## config.mk

```make
export PLATFORM = sky130hd
export DESIGN_NAME = demux_1_4_buffered
export DESIGN_NICKNAME = d
export VERILOG_FILES = /design/src/rtl/demux_pkg.sv /design/src/rtl/demux_channel.sv /design/src/rtl/demux_1_4_buffered.sv
export SDC_FILE = /design/constraint.sdc
export NUM_CORES = 1
export LEC_CHECK = 0
export CELL_PAD_IN_SITES_DETAIL_PLACEMENT = 1
export CELL_PAD_IN_SITES_GLOBAL_PLACEMENT = 2
export CORE_UTILIZATION = 25
export CTS_CLUSTER_SIZE = 30
export DETAILED_ROUTE_END_ITERATION = 7
export PLACE_DENSITY_LB_ADDON = 0.3
export SLEW_MARGIN = 20
export SYNTH_ARGS = -nofsm -noshare
export SYNTH_HDL_FRONTEND = slang
export SYNTH_SLANG_ARGS = --single-unit
```

## constraint.sdc

```tcl
create_clock -name clk -period 1.6 [get_ports clk]
set_input_delay 0.24 -clock clk [delete_from_list [all_inputs] [get_ports clk]]
set_output_delay 0.24 -clock clk [all_outputs]
set_load 0.05 [all_outputs]
```

## src/rtl/demux_pkg.sv

```systemverilog
// Shared sizing constants for the buffered 1:4 demultiplexer.
// These sizes do not change when DEMUX_COUNT_EN is set; the macro only adds the drain counters.
package demux_pkg;

    localparam int NUM_CH = 4;
    localparam int SEL_W  = 2;
    localparam int CNT_W  = 8;

endpackage : demux_pkg

```

## src/rtl/demux_channel.sv

```systemverilog
// One output channel of the demux: a one-entry holding register with a full flag.
// When DEMUX_COUNT_EN is defined, a wrapping counter of completed drains is added.
module demux_channel
    import demux_pkg::*;
#(
    parameter int bus_size = 32
) (
    input  logic                clk,
    input  logic                rst_n,
    input  logic                wr_en,
    input  logic [bus_size-1:0] wr_data,
    input  logic                rd_ready,
    output logic                rd_valid,
    output logic [bus_size-1:0] rd_data,
    output logic                free,
    output logic [CNT_W-1:0]    count
);

    logic                full_q;
    logic                full_d;
    logic [bus_size-1:0] data_q;
    logic [bus_size-1:0] data_d;
    logic                drain;

    // A write in the same cycle as a drain keeps the entry full with the new word.
    always_comb begin
        drain  = full_q & rd_ready;
        full_d = full_q;
        data_d = data_q;
        if (wr_en) begin
            full_d = 1'b1;
            data_d = wr_data;
        end else if (drain) begin
            full_d = 1'b0;
        end
    end

    always_ff @(posedge clk) begin
        if (!rst_n) begin
            full_q <= 1'b0;
            data_q <= '0;
        end else begin
            full_q <= full_d;
            data_q <= data_d;
        end
    end

    assign rd_valid = full_q;
    assign rd_data  = data_q;
    assign free     = ~full_q | rd_ready;

`ifdef DEMUX_COUNT_EN
    logic [CNT_W-1:0] count_q;
    logic [CNT_W-1:0] count_d;

    always_comb begin
        count_d = count_q;
        if (drain) begin
            count_d = count_q + 1'b1;
        end
    end

    always_ff @(posedge clk) begin
        if (!rst_n) begin
            count_q <= '0;
        end else begin
            count_q <= count_d;
        end
    end

    assign count = count_q;
`else
    assign count = '0;
`endif

endmodule : demux_channel

```

## src/rtl/demux_1_4_buffered.sv

```systemverilog
// Buffered 1:4 demux: one producer word is routed to one of four independent holding channels.
// Setting DEMUX_COUNT_EN enables the per-channel drain counters on out_count.
module demux_1_4_buffered
    import demux_pkg::*;
#(
    parameter int bus_size = 32
) (
    input  logic                       clk,
    input  logic                       rst_n,
    input  logic [bus_size-1:0]        in_data,
    input  logic [1:0]                 in_select,
    input  logic                       in_valid,
    output logic                       in_ready,
    output logic [NUM_CH*bus_size-1:0] out_data,
    output logic [NUM_CH-1:0]          out_valid,
    input  logic [NUM_CH-1:0]          out_ready,
    output logic [NUM_CH*CNT_W-1:0]    out_count
);

    // Handshake rule on both sides: a word moves only in a cycle where valid and ready are both 1.
    // A held word's valid and data stay stable until it is taken. in_ready depends only on
    // the selected channel, never on in_valid, so a channel that is draining can accept again.
    logic [NUM_CH-1:0] free;
    logic [NUM_CH-1:0] wr_en;

    assign in_ready = free[in_select];

    for (genvar k = 0; k < NUM_CH; k++) begin : g_ch
        assign wr_en[k] = in_valid & in_ready & (in_select == SEL_W'(k));

        demux_channel #(
            .bus_size(bus_size)
        ) u_ch (
            .clk      (clk),
            .rst_n    (rst_n),
            .wr_en    (wr_en[k]),
            .wr_data  (in_data),
            .rd_ready (out_ready[k]),
            .rd_valid (out_valid[k]),
            .rd_data  (out_data[k*bus_size +: bus_size]),
            .free     (free[k]),
            .count    (out_count[k*CNT_W +: CNT_W])
        );
    end

endmodule : demux_1_4_buffered

```

==> metrics.md <==
| Metric | Value |
|---|---|
| Synth Instances | 507 |
| Most common cell in the netlist | nand2_1 |
| Rows | 52 |
| Critical Path Sink Type | primary output |
| WL final | 14800 µm |
| Slew Viols, Final | 0 |
| DR vias | 3979 |
| FF+latch count, synth | 132 |
| Gr usage total | 0.142 |
| IO Port Bufs | 173 |
| Max FO, Critical Path | 3 |
| Tmin final | 1.72 ns |
| Share of post-route cells with drive strength above 1 | 0.277 |
| Reg2Reg Setup Slack | 0.21 ns |
| Finished Cell Area | 0.00741 mm² |
| CTS tree | done |
| CP arrival | 1.48 ns |
| Area leader, netlist | dfxtp_1 |
| Fmax | 0.580 GHz |
| Die area | 0.0213 mm² |
| Detailed-route DRC error count | 0 |
| Synth Area per Inst | 10.2 µm² |
| Library cells used by synthesis | 20 |
| Reg-to-reg endpoint | g_ch[1].u_ch.rd_data[15] |
| Global-route wire length before repair | 23400 µm |
| Synth-to-Final Area Change | 43.2% |
| Pwr Density | 1160 mW/mm² |
| Failing checks | negative setup slack |
| Int Power | 6.11 mW |
| Post-synth top flop | dfxtp_1 |
| CTS max path bufs | 2 |
| Maxcap violations | 0 |
| Status | finished, violations left |
| CTS Buf Count | 17 |
| CP Launch Point | g_ch[0].u_ch.rd_valid |
| Tcrit/Tclk final | 1.08 |
| DR iter-0 viols | 84 |
| Logic pwr share | 0.150 |
| Startpoint types | flop |
| Setup-failing EPs final | 1 |
| GRT overflow | 0 |
| Largest cells by area after synthesis | dfxtp_1 (51%), mux2i_1 (25%), nand2_1 (12%) |
| Final Wtd Congestion | 0.701 |
| Initial antenna violation count | 0 |
| Drt wl/cell | 15.4 µm |
| Synth warn | 0 |
| Util after Layout | 0.366 |
| Hold WS | 0.334 ns |
| Clock root buffer master | clkbuf_16 |
| Largest net degree at the start of global routing | 82 |
| DIE HEIGHT | 146 µm |
| Die span in x | 146 µm |
| RSZ-0062 raised after global routing | yes |
| Final Hold Fails | 0 |
| Commonest cells in the synthesized netlist | nand2_1 (161), dfxtp_1 (132), mux2i_1 (130) |
| Via-per-instance ratio | 4.13 |
| Reg2reg start | g_ch[1].u_ch.rd_valid |
| CP endpoint | in_ready |
| Worst vdd ir | 0.000606 V |
| Placed inst area | 0.00681 mm² |
| R2R depth | 5 |
| NetSw | 2.51 mW |
| Final antenna-violating net count | 0 |
| Sequential fraction of the synthesis area | 0.511 |
| Antenna diodes | 0 |
| Flop pwr share | 0.403 |
| Hold Path Class | in2reg |
| P_leak | 3.46 nW |
| Register clock-pin slew on the reported worst setup and hold paths | 0.06 ns |
| Clk sinks | 132 |
| Post-Synthesis Cell Area | 0.00517 mm² |
| Finished Layout Cells | 963 |
| Vias in the first global route | 4269 |
| Clk_skew | 0.00762 ns |
| Ys async rst share | 0 |
| Yosys top cell area share | 0.511 |
| Final WS setup | -0.124 ns |
| Worst Path Required | 1.36 ns |
| Worst-Skew Late Latency | 0.41 ns |
| DP Cell Count | 931 |
| DP HPWL | 10600 µm |
| Nets | 721 |
| Sw frac | 0.291 |
| CTS H-Tree Depth | 4 |
| IO Pins | 206 |
| Crit Path Class | reg2out |
| Clk network pwr share | 0.447 |
| First drt pass iteration count | 4 |
| Starting Density | 0.256 |
| Placeable Area | 0.0202 mm² |
| EDFF count, synth | 0 |
==> repair_timing <==
item / 4_1_cts / 5_1_grt
cloned: 0 / 0
setup buffers: 0 / 0
setup endpoints to repair: 1 / 1
gates resized for setup: 4 / 1
hold buffers: 0 / 0
==> state kept, by name, summed over array words and instances, names as in the netlist <==
| signal | count |
|---|---|
| g_ch.u_ch.rd_valid | 4 |
| g_ch.u_ch.rd_data | 128 |
==> worst min path at each step <==
stage	start	cells past startpoint	endpoint	slack [ns]
5_1_grt	rst_n	4	g_ch[1].u_ch.rd_data[16]	0.35
4_1_cts	rst_n	4	g_ch[0].u_ch.rd_data[16]	0.32
2_1_floorplan	in_data[22]	2	g_ch[2].u_ch.rd_data[22]	0.44
3_5_place_dp	g_ch[1].u_ch.rd_data[21]	2	g_ch[1].u_ch.rd_data[21]	0.45
6_report	rst_n	4	g_ch[0].u_ch.rd_data[16]	0.33
3_3_place_gp	g_ch[1].u_ch.rd_data[20]	2	g_ch[1].u_ch.rd_data[20]	0.44
==> critical path: stages, from the launching register on <==
cell and delay (ns):
dfxtp_2 0.32, nor2b_4 0.13, mux2_4 0.28, mux2i_4 0.17, buf_12 0.16
==> metal layers <==
layer  track usage  up-vias  routed length [µm]  share of wire
met5             0        -                   0              0
met4        0.0537        0                 201          0.014
met3        0.0392       14                 764          0.052
met2         0.247      124                7380           0.50
met1         0.167     1908                6470           0.44
li1              -     1933                   -              -
==> cells in the final DEF (no fill, tap or decap), drive strengths merged, types with 2 or more instances in the layout <==
master         count
mux2i            130
buf              154
clkinvlp           2
conb              32
a21boi             2
nand2            161
inv                4
clkdlybuf4s50     39
clkinv             6
bufinv             2
nand2b             2
o21a               2
nor2b              2
dfxtp            132
clkbuf            18
==> stage by stage <==
stage / TNS, ns / setup WS, ns / total power [mW]
4_1_cts: -0.154 / -0.154 / 8.76
6_report: -0.124 / -0.124 / 8.62
3_5_place_dp: -13.67 / -0.223 / 4.85
3_3_place_gp: -10.35 / -0.158 / 4.82
2_1_floorplan: 0 / 0.0792 / 4.48
5_1_grt: -0.165 / -0.165 / 8.97
==> power by group through the flow <==
stage	Combinational [mW]	Clock, mW	Sequential, mW
2_1_floorplan	0.562	0	3.92
3_3_place_gp	1.28	0	3.54
4_1_cts	1.31	3.98	3.47
6_report	1.29	3.85	3.47
3_5_place_dp	1.30	0	3.54
5_1_grt	1.35	4.13	3.48
==> logic make-up (layout without fill, tap and decap cells) <==
| kind of cell | Yosys count | in the layout | synth area share |
|---|---|---|---|
| compound gates | 4 | 4 | 0.00581 |
| flops | 132 | 132 | 0.511 |
| other cells | 1 | 32 | 0.000725 |
| buf+inv | 70 | 225 | 0.0968 |
| simple gates | 169 | 169 | 0.132 |
| mux | 131 | 131 | 0.254 |
==> final cells by class <==
type	instances	area (µm²)
tap	270	338
sequential	132	2640
fill	2283	12800
clock buffer	18	429
multi-input combinational	336	2190
clock inverter	14	151
timing repair buffer	193	1660
No activity file was read; power rests on OpenSTA's default activity.
